File: config.mk
export PLATFORM = sky130hd
export DESIGN_NAME = vga_timing_gen_flat
export DESIGN_NICKNAME = d
export VERILOG_FILES = /design/src/rtl/vga_timing_gen_if.sv /design/src/rtl/vga_timing_gen.sv /design/src/flat_wrapper.sv
export SDC_FILE = /design/constraint.sdc
export NUM_CORES = 1
export LEC_CHECK = 0
export CAP_MARGIN = 30
export CORE_UTILIZATION = 26
export DETAILED_ROUTE_END_ITERATION = 12
export PLACE_DENSITY = 0.52
export SETUP_SLACK_MARGIN = 0.02
export SLEW_MARGIN = 20
export SYNTH_ARGS = -nofsm -noshare
export SYNTH_HDL_FRONTEND = slang
export SYNTH_SLANG_ARGS = --single-unit
File: constraint.sdc
create_clock -name pclk -period 2.1 [get_ports pclk]
set_clock_uncertainty 0.15 [all_clocks]
set_input_delay 0.21 -clock pclk [delete_from_list [all_inputs] [get_ports pclk]]
set_output_delay 0.21 -clock pclk [all_outputs]
set_load 0.005 [all_outputs]
File: src/rtl/vga_timing_gen_if.sv
// Pixel-stream bundle produced by vga_timing_gen and consumed by the draw stages.
// rgb_out is present only when VGA_TEST_PATTERN_EN is defined.
interface vga_timing_gen_if;
    logic [10:0] hcount_out;
    logic [10:0] vcount_out;
    logic        hsync_out;
    logic        vsync_out;
    logic        hblnk_out;
    logic        vblnk_out;
    logic        frame_start;
`ifdef VGA_TEST_PATTERN_EN
    logic [11:0] rgb_out;
`endif

    modport master (
        output hcount_out, vcount_out, hsync_out, vsync_out,
               hblnk_out, vblnk_out, frame_start
`ifdef VGA_TEST_PATTERN_EN
        , output rgb_out
`endif
    );

    modport slave (
        input hcount_out, vcount_out, hsync_out, vsync_out,
              hblnk_out, vblnk_out, frame_start
`ifdef VGA_TEST_PATTERN_EN
        , input rgb_out
`endif
    );
endinterface

File: src/rtl/vga_timing_gen.sv
// Head-of-pipeline VGA timing source: counters, sync, blanking and frame_start pulse.
// Define VGA_TEST_PATTERN_EN to add the 8-bar colour test pattern on rgb_out.
module vga_timing_gen #(
    parameter int unsigned H_ACTIVE = 1024,
    parameter int unsigned H_FP     = 24,
    parameter int unsigned H_SYNC   = 136,
    parameter int unsigned H_BP     = 160,
    parameter int unsigned V_ACTIVE = 768,
    parameter int unsigned V_FP     = 3,
    parameter int unsigned V_SYNC   = 6,
    parameter int unsigned V_BP     = 29,
    parameter int unsigned SYNC_POL = 0
) (
    input  logic             pclk,
    input  logic             rst,
    vga_timing_gen_if.master vid
);
    localparam int unsigned CW      = 11;
    localparam int unsigned H_TOTAL = H_ACTIVE + H_FP + H_SYNC + H_BP;
    localparam int unsigned V_TOTAL = V_ACTIVE + V_FP + V_SYNC + V_BP;

    localparam logic [CW-1:0] H_LAST   = CW'(H_TOTAL - 1);
    localparam logic [CW-1:0] V_LAST   = CW'(V_TOTAL - 1);
    localparam logic [CW-1:0] H_ACT    = CW'(H_ACTIVE);
    localparam logic [CW-1:0] V_ACT    = CW'(V_ACTIVE);
    localparam logic [CW-1:0] HS_FIRST = CW'(H_ACTIVE + H_FP);
    localparam logic [CW-1:0] HS_LAST  = CW'(H_ACTIVE + H_FP + H_SYNC - 1);
    localparam logic [CW-1:0] VS_FIRST = CW'(V_ACTIVE + V_FP);
    localparam logic [CW-1:0] VS_LAST  = CW'(V_ACTIVE + V_FP + V_SYNC - 1);
    localparam logic          SYNC_ON  = (SYNC_POL != 0);

    if (H_TOTAL > 2048 || V_TOTAL > 2048) begin : g_bad_total
        $error("vga_timing_gen: H_TOTAL and V_TOTAL must not exceed 2048");
    end

    logic [CW-1:0] hcount, vcount;
    logic [CW-1:0] h_nxt, v_nxt;
    logic          wrap_nxt;
    logic          hsync, vsync, hblnk, vblnk, frame_start;
    logic          h_win_nxt, v_win_nxt, hblnk_nxt, vblnk_nxt;

    // Next raster position; every output is decoded from it so it aligns with the counts
    always_comb begin
        h_nxt    = hcount + CW'(1);
        v_nxt    = vcount;
        wrap_nxt = 1'b0;
        if (hcount == H_LAST) begin
            h_nxt = '0;
            if (vcount == V_LAST) begin
                v_nxt    = '0;
                wrap_nxt = 1'b1;
            end else begin
                v_nxt = vcount + CW'(1);
            end
        end
    end

    always_comb begin
        hblnk_nxt = (h_nxt >= H_ACT);
        vblnk_nxt = (v_nxt >= V_ACT);
        h_win_nxt = (h_nxt >= HS_FIRST) && (h_nxt <= HS_LAST);
        v_win_nxt = (v_nxt >= VS_FIRST) && (v_nxt <= VS_LAST);
    end

    always_ff @(posedge pclk) begin
        if (rst) begin
            hcount      <= '0;
            vcount      <= '0;
            hblnk       <= 1'b0;
            vblnk       <= 1'b0;
            hsync       <= ~SYNC_ON;
            vsync       <= ~SYNC_ON;
            frame_start <= 1'b0;
        end else begin
            hcount      <= h_nxt;
            vcount      <= v_nxt;
            hblnk       <= hblnk_nxt;
            vblnk       <= vblnk_nxt;
            hsync       <= h_win_nxt ? SYNC_ON : ~SYNC_ON;
            vsync       <= v_win_nxt ? SYNC_ON : ~SYNC_ON;
            frame_start <= wrap_nxt;
        end
    end

    assign vid.hcount_out  = hcount;
    assign vid.vcount_out  = vcount;
    assign vid.hsync_out   = hsync;
    assign vid.vsync_out   = vsync;
    assign vid.hblnk_out   = hblnk;
    assign vid.vblnk_out   = vblnk;
    assign vid.frame_start = frame_start;

`ifdef VGA_TEST_PATTERN_EN
    localparam logic [CW-1:0] BAR_W = CW'(H_ACTIVE / 8);

    if (H_ACTIVE % 8 != 0) begin : g_bad_bar
        $error("vga_timing_gen: H_ACTIVE must be divisible by 8");
    end

    logic [2:0]  bar_nxt;
    logic [11:0] rgb_nxt;
    logic [11:0] rgb;

    // Bars left to right: white, yellow, cyan, green, magenta, red, blue, black
    always_comb begin
        bar_nxt = 3'(h_nxt / BAR_W);
        rgb_nxt = 12'h000;
        if (!hblnk_nxt && !vblnk_nxt) begin
            case (bar_nxt)
                3'd0:    rgb_nxt = 12'hFFF;
                3'd1:    rgb_nxt = 12'hFF0;
                3'd2:    rgb_nxt = 12'h0FF;
                3'd3:    rgb_nxt = 12'h0F0;
                3'd4:    rgb_nxt = 12'hF0F;
                3'd5:    rgb_nxt = 12'hF00;
                3'd6:    rgb_nxt = 12'h00F;
                default: rgb_nxt = 12'h000;
            endcase
        end
    end

    always_ff @(posedge pclk) begin
        if (rst) begin
            rgb <= 12'h000;
        end else begin
            rgb <= rgb_nxt;
        end
    end

    assign vid.rgb_out = rgb;
`endif
endmodule

File: src/flat_wrapper.sv
// flat-port wrapper written by rule: the top's interface ports become plain ports
module vga_timing_gen_flat 
#(
    parameter int unsigned H_ACTIVE = 1024,
    parameter int unsigned H_FP     = 24,
    parameter int unsigned H_SYNC   = 136,
    parameter int unsigned H_BP     = 160,
    parameter int unsigned V_ACTIVE = 768,
    parameter int unsigned V_FP     = 3,
    parameter int unsigned V_SYNC   = 6,
    parameter int unsigned V_BP     = 29,
    parameter int unsigned SYNC_POL = 0
)
  (pclk, rst, vid_hcount_out, vid_vcount_out, vid_hsync_out, vid_vsync_out, vid_hblnk_out, vid_vblnk_out, vid_frame_start);
  vga_timing_gen_if vid_i ();
  input  logic pclk;
  input  logic rst;
  output wire logic [$bits(vid_i.hcount_out)-1:0] vid_hcount_out;
  output wire logic [$bits(vid_i.vcount_out)-1:0] vid_vcount_out;
  output wire logic [$bits(vid_i.hsync_out)-1:0] vid_hsync_out;
  output wire logic [$bits(vid_i.vsync_out)-1:0] vid_vsync_out;
  output wire logic [$bits(vid_i.hblnk_out)-1:0] vid_hblnk_out;
  output wire logic [$bits(vid_i.vblnk_out)-1:0] vid_vblnk_out;
  output wire logic [$bits(vid_i.frame_start)-1:0] vid_frame_start;
  assign vid_hcount_out = vid_i.hcount_out;
  assign vid_vcount_out = vid_i.vcount_out;
  assign vid_hsync_out = vid_i.hsync_out;
  assign vid_vsync_out = vid_i.vsync_out;
  assign vid_hblnk_out = vid_i.hblnk_out;
  assign vid_vblnk_out = vid_i.vblnk_out;
  assign vid_frame_start = vid_i.frame_start;
  vga_timing_gen #(.H_ACTIVE(H_ACTIVE), .H_FP(H_FP), .H_SYNC(H_SYNC), .H_BP(H_BP), .V_ACTIVE(V_ACTIVE), .V_FP(V_FP), .V_SYNC(V_SYNC), .V_BP(V_BP), .SYNC_POL(SYNC_POL)) u_core (.pclk(pclk), .rst(rst), .vid(vid_i));
endmodule
After elaboration in Yosys (flattened, before gate mapping)
Cells that the tools add are included.
{ "totals": {"register_bits": 27, "latch_bits": 0, "ram_bits": 0, "rom_bits": 0, "inputBits": 2, "word_cells": 27, "mem_count": 0} }
{ "classes": {"add_sub_neg": 2, "multipliers": 0, "div_mod_pow": 0, "n_lt_le_gt_ge": 6, "n_eq_ne": 2, "n_shift": 0, "mux": 6, "n_bitwise": 1, "n_reduce_logical": 3} }
{ "op_table": {"columns": ["cell", "n"], "rows": [
  ["$mux 11", 3],
  ["$add 11x1->11 const B", 2],
  ["$ge 11x10->1 const B", 2],
  ["$ge 11x11->1 const B", 2],
  ["$eq 11x10->1 const B", 1],
  ["$eq 11x11->1 const B", 1],
  ["$le 11x10->1 const B", 1],
  ["$le 11x11->1 const B", 1],
  ["$mux 1", 3],
  ["$logic_and 1x1->1", 2],
  ["$reduce_or 2->1", 1],
  ["$not 1->1", 1]
]} }

Longest topological paths before layout
Gate-level depths: netlist (run 1).
{ "depth": {"depth_word": 6, "ltp_mapped": 9} }

Least setup slack after synthesis (run 1)
Ideal clock, no wire load.
{ "synth_timing": {"kind": "reg2reg", "start": "register u_core.hcount[0] (netlist: u_core.vid.hcount_out[0])", "end": "register u_core.vsync (netlist: u_core.vid.vsync_out)", "setup_time_ps": 129, "arrival_time_ps": 1980, "required_time_ps": 1821, "setup_slack_ps": -159, "stages_incl_launch_ff": 9, "n_path_buf": 1, "path_cell_list": "dfxtp_1 > ha_1 > nand4_4 > nor4_4 > buf_6 > nand2_1 > xor2_1 > a21oi_1 > nand4b_1"} }
{ "synth_between": {"elab_chain_cells": 5} }
{ "synth_lines": {"columns": ["item", "line", "rtl"], "rows": [
  ["start, declared", "vga_timing_gen.sv:36", "logic [CW-1:0] hcount, vcount;"],
  ["start signal, assigned", "vga_timing_gen.sv:75", "hcount <= h_nxt;"],
  ["$eq 11x11->1 (*)", "vga_timing_gen.sv:47", "if (hcount == H_LAST) begin"],
  ["$mux 11 (*)", "vga_timing_gen.sv:47", null],
  ["$ge 11x10->1 or $le 11x10->1 (tied branches)", "vga_timing_gen.sv:62", "v_win_nxt = (v_nxt >= VS_FIRST) && (v_nxt <= VS_LAST);"],
  ["$logic_and 1x1->1 (*)", "vga_timing_gen.sv:62", null],
  ["$mux 1 (*)", "vga_timing_gen.sv:80", "vsync <= v_win_nxt ? SYNC_ON : ~SYNC_ON;"],
  ["end signal, assigned", "vga_timing_gen.sv:72", "vsync <= ~SYNC_ON;"],
  ["end signal, assigned", "vga_timing_gen.sv:80", null],
  ["end, declared", "vga_timing_gen.sv:39", "logic hsync, vsync, hblnk, vblnk, frame_start;"]
]} }
Every way passes the cells marked *; elsewhere a longest branch is shown, timed or not.
A chain may end at the register's enable or synchronous reset.

Worst setup path in the final report (run 1)
{ "layout_timing": {"start": "register u_core.vcount[3] (netlist: u_core.vid.vcount_out[3])", "end": "register u_core.vsync (netlist: u_core.vid.vsync_out)"} }
{ "layout_between": {"elab_chain_cells": 6} }
{ "layout_lines": {"columns": ["item", "line", "rtl"], "rows": [
  ["start, declared", "vga_timing_gen.sv:36", null],
  ["start signal, assigned", "vga_timing_gen.sv:76", "vcount <= v_nxt;"],
  ["$add 11x1->11 or $eq 11x10->1 (tied branches)", "vga_timing_gen.sv:53, vga_timing_gen.sv:49", null],
  ["$mux 11", "vga_timing_gen.sv:49", "if (vcount == V_LAST) begin"],
  ["$mux 11 (*)", "vga_timing_gen.sv:47", null],
  ["$ge 11x10->1 or $le 11x10->1 (tied branches)", "vga_timing_gen.sv:62", null],
  ["$logic_and 1x1->1 (*)", "vga_timing_gen.sv:62", null],
  ["$mux 1 (*)", "vga_timing_gen.sv:80", null]
]} }
Marks and branches as above.

==> summary.md, run 1 <==
| Metric | Value |
|---|---|
| Critical Path Sink Type | `flip-flop` |
| DRT antenna net count | `0` |
| Post-CTS Hold Fix Bufs | `0` |
| Startpoint class of the critical path | `flip-flop` |
| Placed cell count | `315` |
| Final setup violation count | `0` |
| Pwr dens | `379.3 mW/mm²` |
| Most frequent cells in the layout | `buf_4 (38), clkdlybuf4s50_1 (28), nor2_1 (26)` |
| Initial antenna violation count | `0` |
| Port bufs | `28` |
| CP Class | `flip-flop to flip-flop` |
| Vias per inst | `4.914` |
| Drt total wl | `4311 µm` |
| Crit path DAT | `2090 ps` |
| DP HPWL | `3114 µm` |
| FP Rows | `27` |
| Yosys reg bits | `27` |
| Root Driver | `clkbuf_8` |
| Synth Instances | `195` |
| Async SR Flop Fraction | `0%` |
| Number of synthesized flops with an enable pin | `0` |
| Max-Cap Viols | `0` |
| Yosys top cell by area | `dfxtp_1` |
| Outcome | `finished, final reports clean` |
| Diodes inserted | `0` |
| Iteration-0 DRC Markers | `74` |
| Layout cells sized above 1 | `24.80%` |
| Maximum clock frequency | `482.4 MHz` |
| Sequential area share after synthesis | `34.31%` |
| Worst skew pair latency | `280 ps` |
| Fillers | `584` |
| Yosys top cell area share | `34.31%` |
| Avg Inst Size Synth | `8.078 µm²` |
| Cells taking the most area after synthesis | `dfxtp_1 (34%), nor2_1 (6.2%), nand4_1 (3.6%)` |
| Core region area | `0.005675 mm²` |
| DIE AREA | `0.006374 mm²` |
| Nets@finish | `261` |
| Peak VDD IR | `0.2062 mV` |
| Die Y-Extent | `79.84 µm` |
| Avg WL per Cell | `13.22 µm` |
| Area growth from synthesis to layout | `48.21%` |
| Total Power | `885.6 µW` |
| Worst-path fanout max | `4` |
| TritonRoute pass-1 iters | `4` |
| CTS tree | `yes` |
| Synth Cell Area | `0.001575 mm²` |
| Tcrit/Tclk final | `98.70%` |
| Tmin final | `2073 ps` |
| Worst-margin pin slew | `437.6 ps` |
| Clock Path Buffers | `2` |
| Width of the die | `79.84 µm` |
| CTS Buf Count | `3` |
| Congestion Overflow GR | `0` |
| DRC | `0` |
| Dominant synthesized flop cell | `dfxtp_1` |
| Worst EP required | `2120 ps` |
| Final hold vios | `0` |
| DP Worst Slack | `14.44 ps` |
| RePlAce Congestion | `0.8386` |
| Non-filler cells in the finished layout | `326` |
| Starting density of the core | `27.76%` |
| Synth Net Count | `201` |
| Vias in the first global route | `1492` |
| Number of distinct library cells after synthesis | `49` |
| Global-route wire length before repair | `7058 µm` |
| Gr usage total | `14.11%` |
| Max Slew Vio Count | `0` |
| Final Worst Setup Slack | `27.22 ps` |
| Top-level port count | `29` |
| Worst-path clk slew | `100 ps` |
| Largest net degree at the start of global routing | `24` |
| Leak | `0.8494 nW` |
| Slew HR | `70.59%` |
| Clock sinks | `27` |
| Worst hold path type | `input port to flip-flop` |
| RSZ-0062 raised after global routing | `true` |
| Via count | `1602` |
| Yosys warning count | `0` |
| H-tree Lvls | `1` |
| Commonest non-fill, non-tap cell in the layout | `buf_4` |
## critical path, cell delays in order (launching register included)
cell and delay (ps):
dfxtp_1 330, or4b_4 560, nor4_4 200, buf_4 190, nor2_1 40, mux2i_1 190
and4b_1 220, nand4b_1 90
## logic make-up (layout without fill, tap and decap cells)
logic type,Yosys count,count (layout),synth area share [%]
muxes,2,2,1.271
DFF,27,27,34.31
xor gates and xnor gates,11,11,6.116
buffers and inverters,20,79,6.275
and+or+nand+nor,95,95,34.55
AOI/OAI and AO/OA,36,36,14.30
adders and majority gates,4,4,3.177
## cells in the mapped netlist (2+ instances only)
library cell  count
mux2i_1           2
ha_1              4
nor4_1            4
nand4_1           9
and3_1            2
nand2_1          13
dfxtp_1          27
nand2b_1          2
nand3b_1          2
and4_1            4
clkbuf_1          6
inv_1             7
nor2_1           26
o22ai_1           2
a21oi_1           9
nor3_1           11
buf_2             4
buf_6             2
nand3_1           7
a41oi_1           2
or2_1             2
o21ai_0          11
nor3b_1           2
xnor2_1           5
xor2_1            6
## registers in the layout (all words and copies together) (netlist names)
name and cells:
u_core.vid.vblnk_out 1, u_core.vid.hcount_out 11, u_core.vid.vsync_out 1, u_core.vid.hblnk_out 1, u_core.vid.vcount_out 11, u_core.vid.hsync_out 1, u_core.vid.frame_start 1
## report_power, final
group | switching, mW | total [mW] | leakage (nW) | internal, mW
Clock | 0.178 | 0.311 | 0.0255 | 0.133
Combinational | 0.0262 | 0.0514 | 0.605 | 0.0252
Sequential | 0.00567 | 0.523 | 0.219 | 0.517
## through the flow
stage	utilization (%)	hold WS, ps	cell area [µm²]	setup TNS (ps)
after floorplan	-	139.7	1589	0
after global placement	37.81	413.1	2146	0
after detailed placement	37.81	425.0	2146	0
after CTS	38.89	392.1	2207	0
after global routing	41.14	442.5	2335	-182.2
final	41.14	434.7	2335	0
## layout make-up
class,instances,area [µm²],area share [%]
clock buffers,3,41.29,1.768
clock inverters,1,5.005,0.2144
inverters,7,26.28,1.125
multi-input cells,148,1018,43.62
flip-flops and latches,27,543.0,23.26
well taps,72,90.09,3.859
repair buffers,68,610.6,26.15
## worst paths after layout
path / slack [ps] / end / start / cells past startpoint
worst min-delay path: 430 / u_core.vid.hblnk_out$_SDFF_PP0_ / rst / 2
worst max register to register: 30 / u_core.vid.vsync_out$_SDFF_PP1_ / u_core.vid.vcount_out[3]$_SDFF_PP0_ / 7
worst max-delay path: 30 / u_core.vid.vsync_out$_SDFF_PP1_ / u_core.vid.vcount_out[3]$_SDFF_PP0_ / 7
worst min register to register: 440 / u_core.vid.hcount_out[0]$_SDFF_PP0_ / u_core.vid.hcount_out[0]$_SDFF_PP0_ / 2
## layer usage
metal	up-vias	GRT usage, %	wire length, µm
li1	820	-	-
met5	-	0	0
met4	0	6.429	71
met1	754	19.81	2104
met2	24	21.54	2021
met3	4	1.371	114
## timing repair
| action | CTS | global route |
|---|---|---|
| pin swaps | 0 | 6 |
| endpoints found under the hold margin | 0 | 0 |
| setup buffers | 0 | 6 |
| gates resized for setup | 2 | 11 |
| cloned | 0 | 1 |
| endpoints found under the setup margin | 3 | 4 |
(Power assumes the default switching activity.)
==> run 2: changes to the inputs <==
Settings changed: CTS_CLUSTER_DIAMETER set to 150.
Clock period 2.1 ns to 1.7 ns, I/O delays scaled along.
==> run 2 against run 1 <==
Effect of this change:
- the flow now finishes with violations (negative setup slack)
- critical path depth stayed put
- power is 24% higher
- final area up 19%
- fmax grew 1.7%
- worst hold slack got worse by 23 ps
- clock power increased by 21%
- cell count rose by 10%
- combinational power up 54%
- clock-buffer cell count rose by 1
- register-to-register slack worse by 360 ps
- first-iteration DRC count increased by 22%
==> summary.md, run 2 (synthesized netlist as in run 1, its figures left out) <==
| Metric | Value |
|---|---|
| Delay-heaviest family, CP | `simple AND/OR/NAND/NOR gates` |
| Tmin final | `2037 ps` |
| Sw frac | `23.04%` |
| Top-level port count | `29` |
| Nets@finish | `295` |
| DRT antenna net count | `0` |
| Worst path cell trace | `or4b_4, nor4_4, buf_6, a41oi_1, o22ai_1, and4b_1, nand4b_1` |
| Diodes inserted | `0` |
| Sequential power share | `58.5%` |
| Maximum clock frequency | `490.9 MHz` |
| Initial antenna violation count | `0` |
| Core region area | `0.005675 mm²` |
| CP bufs+invs | `1` |
| Fillers | `553` |
| Final Worst Setup Slack | `-337.2 ps` |
| Final setup violation count | `15` |
| Fin area | `0.002768 mm²` |
| Avg WL per Cell | `13.50 µm` |
| Critical Path Sink Type | `flip-flop` |
| DIE AREA | `0.006374 mm²` |
| Leak | `1.137 nW` |
| Critical path origin | `u_core.vid.vcount_out[3]$_SDFF_PP0_` |
| Starting density of the core | `27.76%` |
| Comb power frac | `7.2%` |
| Worst-path clk slew | `100 ps` |
| Slew HR | `77.09%` |
| Failing checks | `negative setup slack` |
| FP Rows | `27` |
| Layout cells sized above 1 | `43.06%` |
| CTS tree | `yes` |
| Worst-path fanout max | `8` |
| Vias in the first global route | `1669` |
| H-tree Lvls | `1` |
| Global-route wire length before repair | `8010 µm` |
| CTS Buf Count | `3` |
| Most frequent cells in the layout | `buf_4 (56), clkdlybuf4s50_1 (27), nor2_1 (22)` |
| CP Class | `flip-flop to flip-flop` |
| DRC | `0` |
| Tcrit/Tclk final | `119.8%` |
| RePlAce Congestion | `0.8194` |
| TritonRoute pass-1 iters | `5` |
| Pint | `843.0 µW` |
| R2r setup slk | `-340 ps` |
| Hold_sp | `u_core.vid.hcount_out[0]$_SDFF_PP0_` |
| Vias per inst | `4.917` |
| Util after Layout | `48.77%` |
| Clock sinks | `27` |
| Max incr delay on CP | `540 ps` |
| Congestion Overflow GR | `0` |
| Clock Path Buffers | `2` |
| Port bufs | `28` |
| Peak VDD IR | `0.2331 mV` |
| Worst EP required | `1710 ps` |
| Max-Cap Viols | `0` |
| Placement-stage cell area | `0.002415 mm²` |
| Root Driver | `clkbuf_8` |
| Iteration-0 DRC Markers | `90` |
| DP HPWL | `3334 µm` |
| Worst hold path type | `flip-flop to flip-flop` |
| Drt total wl | `4861 µm` |
| Largest net degree at the start of global routing | `24` |
| Die Y-Extent | `79.84 µm` |
| Worst skew pair latency | `270 ps` |
| P_sw | `252.4 µW` |
| Post-CTS Hold Fix Bufs | `0` |
| RSZ-0062 raised after global routing | `true` |
| FF-to-FF Start | `u_core.vid.vcount_out[3]$_SDFF_PP0_` |
| Max Slew Vio Count | `0` |
| Total Neg Setup Slack | `-2844 ps` |
| Area growth from synthesis to layout | `75.69%` |
| Commonest non-fill, non-tap cell in the layout | `buf_4` |
| Via count | `1770` |
| Worst-margin pin slew | `341.1 ps` |
| Crit path DAT | `2050 ps` |
| Width of the die | `79.84 µm` |
| Outcome | `finished with violations` |
| Pwr dens | `395.8 mW/mm²` |
| Clock power share | `34.3%` |
| Startpoint class of the critical path | `flip-flop` |
| Final hold vios | `0` |
| Gr usage total | `16.02%` |
| Slowest-stage cell, CP | `or4b_4` |
==> run 2: changes by cell type in the layout (fill, tap and decap cells not counted), sizes merged <==
cell,before,now
clkinv,1,0
clkdlybuf4s50,28,27
dlymetal6s2s,0,1
buf,39,74
==> run 2: timing repair <==
action	in CTS	in global routing
gates resized for setup	42	21
buffers inserted	7	4
endpoints found under the setup margin	23	25
pin swaps	19	12
endpoints found under the hold margin	0	0
==> run 2: power by group through the flow <==
stage          combinational [mW]  sequential [mW]  clock [mW]
2_1_floorplan              0.0273            0.661           0
3_3_place_gp               0.0734            0.658           0
3_5_place_dp               0.0742            0.658           0
4_1_cts                    0.0794            0.643       0.391
5_1_grt                    0.0855            0.642       0.419
6_report                   0.0789            0.640       0.376
==> run 2: tightest hold or removal path, cell delays in order (launching register included) <==
cell,delay (ps)
dfxtp_2,360
buf_6,120
nor3_1,50
==> run 2: final timing paths <==
| kind | endpoint | depth (start not counted) |
|---|---|---|
| max | u_core.vid.vsync_out$_SDFF_PP1_ | 7 |
| min | u_core.vid.hcount_out[0]$_SDFF_PP0_ | 2 |
| max reg2reg | u_core.vid.vsync_out$_SDFF_PP1_ | 7 |
| min reg2reg | u_core.vid.hcount_out[0]$_SDFF_PP0_ | 2 |
==> run 2: layout make-up <==
type	count	area [µm²]	share of cell area, %
Multi-Input combinational cell	148	1131	40.87
Timing Repair Buffer	102	905.9	32.73
Sequential cell	27	569.3	20.57
Tap cell	72	90.09	3.255
Clock buffer	4	45.04	1.627
Inverter	7	26.28	0.9494
==> run 2: per-stage QoR <==
step                power [mW]  setup WS, ps  hold WS [ps]  instances
finish                   1.095        -337.2         411.8        360
global placement        0.7316        -323.0         414.7        347
global route             1.146        -439.5         431.7        360
floorplan               0.6882        -269.8         99.74        195
CTS                      1.113        -308.5         412.0        357
detailed placement      0.7325        -354.1         421.7        347
==> run 2: metal layers <==
metal / track usage (%) / wire length [µm] / up-vias
met2: 25.98 / 2358 / 33
met1: 21.64 / 2308 / 846
met5: 0 / 0 / -
met3: 2.629 / 138 / 4
li1: - / - / 887
met4: 4.643 / 55 / 0
==> run 3: changes to the inputs <==
Settings changed: CORE_UTILIZATION 26 to 47, PLACE_DENSITY 0.52 to 0.81.
==> run 3 against run 2 <==
Effect of this change:
- core utilization grew 39 points
- combinational power shrank 3.5%
- sequential cell count unchanged
- wire length up 44%
- setup slack lost 300 ps
- the flow still finishes with violations (negative setup slack)
- fmax shrank 13%
- final area shrank 0.68%
- critical path type unchanged
- power decreased by 8.4%
==> summary.md, run 3 (synthesized netlist as in run 1, its figures left out) <==
| Metric | Value |
|---|---|
| Outcome | `finished with violations` |
| Failing checks | `negative setup slack` |
| Port bufs | `28` |
| R2r setup slk | `-630 ps` |
| Slew HR | `68.05%` |
| FF-to-FF Start | `u_core.vid.hcount_out[9]$_SDFF_PP0_` |
| Vias in the first global route | `1837` |
| H-tree Lvls | `1` |
| Worst skew pair latency | `330 ps` |
| Worst-path fanout max | `4` |
| R2R Path End | `u_core.vid.vsync_out$_SDFF_PP1_` |
| Max Slew Vio Count | `0` |
| Final Worst Setup Slack | `-632.2 ps` |
| CTS Buf Count | `3` |
| DRT antenna net count | `0` |
| Worst EP required | `1780 ps` |
| Global-route wire length before repair | `8390 µm` |
| Placed cell count | `312` |
| Worst-margin pin slew | `474.2 ps` |
| Layout cells sized above 1 | `45.70%` |
| Largest net degree at the start of global routing | `24` |
| Gr usage total | `31.11%` |
| DIE AREA | `0.003587 mm²` |
| Clock sinks | `27` |
| Avg WL per Cell | `20.87 µm` |
| Core region area | `0.003128 mm²` |
| Maximum clock frequency | `428.8 MHz` |
| Commonest non-fill, non-tap cell in the layout | `buf_4` |
| TritonRoute pass-1 iters | `7` |
| Drt total wl | `6991 µm` |
| Non-filler cells in the finished layout | `335` |
| RePlAce Congestion | `0.8920` |
| Worst-path clk slew | `140 ps` |
| Most frequent cells in the layout | `buf_4 (58), nor2_1 (20), buf_6 (18)` |
| CP Class | `flip-flop to flip-flop` |
| Clock Path Buffers | `2` |
| Total Power | `1.003 mW` |
| Worst hold path type | `input port to flip-flop` |
| Vias per inst | `6.239` |
| Iteration-0 DRC Markers | `358` |
| WHS Path Cells | `2` |
| Peak VDD IR | `0.5567 mV` |
| Worst R2R Path Depth | `7` |
| Via count | `2090` |
| Tmin final | `2332 ps` |
| DRC | `0` |
| Leak | `1.306 nW` |
| Diodes inserted | `0` |
| Hold Path End | `u_core.vid.hblnk_out$_SDFF_PP0_` |
| Area growth from synthesis to layout | `74.50%` |
| DP HPWL | `3310 µm` |
| Initial antenna violation count | `0` |
| Hold_sp | `rst` |
| Max-Cap Viols | `0` |
| Tcrit/Tclk final | `137.2%` |
| Starting density of the core | `50.36%` |
| Top-level port count | `29` |
| Fillers | `125` |
| CTS tree | `yes` |
| Final setup violation count | `17` |
| Pwr dens | `365.0 mW/mm²` |
| Crit path DAT | `2410 ps` |
| Congestion Overflow GR | `0` |
| RSZ-0062 raised after global routing | `true` |
| Root Driver | `clkbuf_4` |
| Post-CTS Hold Fix Bufs | `0` |
| Final hold vios | `0` |
| Die Y-Extent | `59.90 µm` |
| Startpoint class of the critical path | `flip-flop` |
| Critical Path Sink Type | `flip-flop` |
| Nets@finish | `298` |
| Width of the die | `59.90 µm` |
| FP Rows | `20` |
| Hold WS | `323.5 ps` |
==> run 3: cell types whose count changed in the layout (fill, tap and decap cells not counted), moves of 2 or more <==
cell | before | now
clkdlybuf4s50_1 | 27 | 15
dlymetal6s2s_1 | 1 | 9
dfxtp_1 | 14 | 8
dfxtp_2 | 8 | 14
dlygate4sd2_1 | 0 | 4
clkbuf_4 | 0 | 3
clkbuf_8 | 3 | 0
buf_4 | 56 | 58
nor2_1 | 22 | 20
nor2_2 | 2 | 4
o21ai_1 | 3 | 5
==> run 3: per-layer routing <==
| metal | vias up | share of wire [%] | wire length, µm | GRT usage, % |
|---|---|---|---|---|
| met1 | 978 | 39 | 2753 | 38.03 |
| li1 | 904 | - | - | - |
| met4 | 0 | 4.3 | 301 | 11.30 |
| met2 | 169 | 48 | 3354 | 53.65 |
| met5 | - | 0 | 0 | 0 |
| met3 | 39 | 8.3 | 581 | 6.277 |
==> run 3: power breakdown <==
| group | internal [mW] | switching (mW) |
|---|---|---|
| clock network | 0.0922 | 0.194 |
| logic | 0.0380 | 0.0381 |
| registers | 0.633 | 0.00850 |
==> run 3: worst max-delay path, stage by stage (launching register included) <==
cell and delay [ps]:
dfxtp_2 350, or2_4 270, nor4_4 360, buf_2 230, o21ai_0 200, a21oi_2 310, and4b_1 240, nand4b_1 100
==> run 3: final cells by class <==
class | count | area [µm²] | area share (%)
multi-input cells | 148 | 1124 | 40.87
well taps | 44 | 55.05 | 2.003
clock buffers | 4 | 26.28 | 0.9558
inverters | 7 | 26.28 | 0.9558
repair buffers | 105 | 940.9 | 34.23
flip-flops and latches | 27 | 576.8 | 20.98
==> run 3: stage by stage <==
step	instance area (µm²)	worst slack [ps]	setup TNS (ps)	util, %
2_1_floorplan	1640	-269.8	-1384	-
3_3_place_gp	2327	-309.1	-1945	74.40
3_5_place_dp	2327	-386.2	-2797	74.40
4_1_cts	2526	-344.0	-2961	80.76
5_1_grt	2749	-620.0	-6371	87.88
6_report	2749	-632.2	-5390	87.88
==> run 3: worst max path at each step <==
stage,startpoint,to,slack (ps)
final,u_core.vid.hcount_out[9]$_SDFF_PP0_,u_core.vid.vsync_out$_SDFF_PP1_,-630
after global routing,u_core.vid.hcount_out[9]$_SDFF_PP0_,u_core.vid.vblnk_out$_SDFF_PP0_,-620
after CTS,u_core.vid.vcount_out[3]$_SDFF_PP0_,u_core.vid.vsync_out$_SDFF_PP1_,-340
after detailed placement,u_core.vid.vcount_out[3]$_SDFF_PP0_,u_core.vid.vsync_out$_SDFF_PP1_,-390
after global placement,u_core.vid.vcount_out[3]$_SDFF_PP0_,u_core.vid.vsync_out$_SDFF_PP1_,-310
after floorplan,u_core.vid.hcount_out[7]$_SDFF_PP0_,u_core.vid.vsync_out$_SDFF_PP1_,-270
==> run 3: repair_timing <==
action | 4_1_cts | 5_1_grt
pin swaps | 11 | 23
gates resized for setup | 33 | 52
setup endpoints to repair | 24 | 37
buffers inserted | 11 | 14
gates cloned | 0 | 1
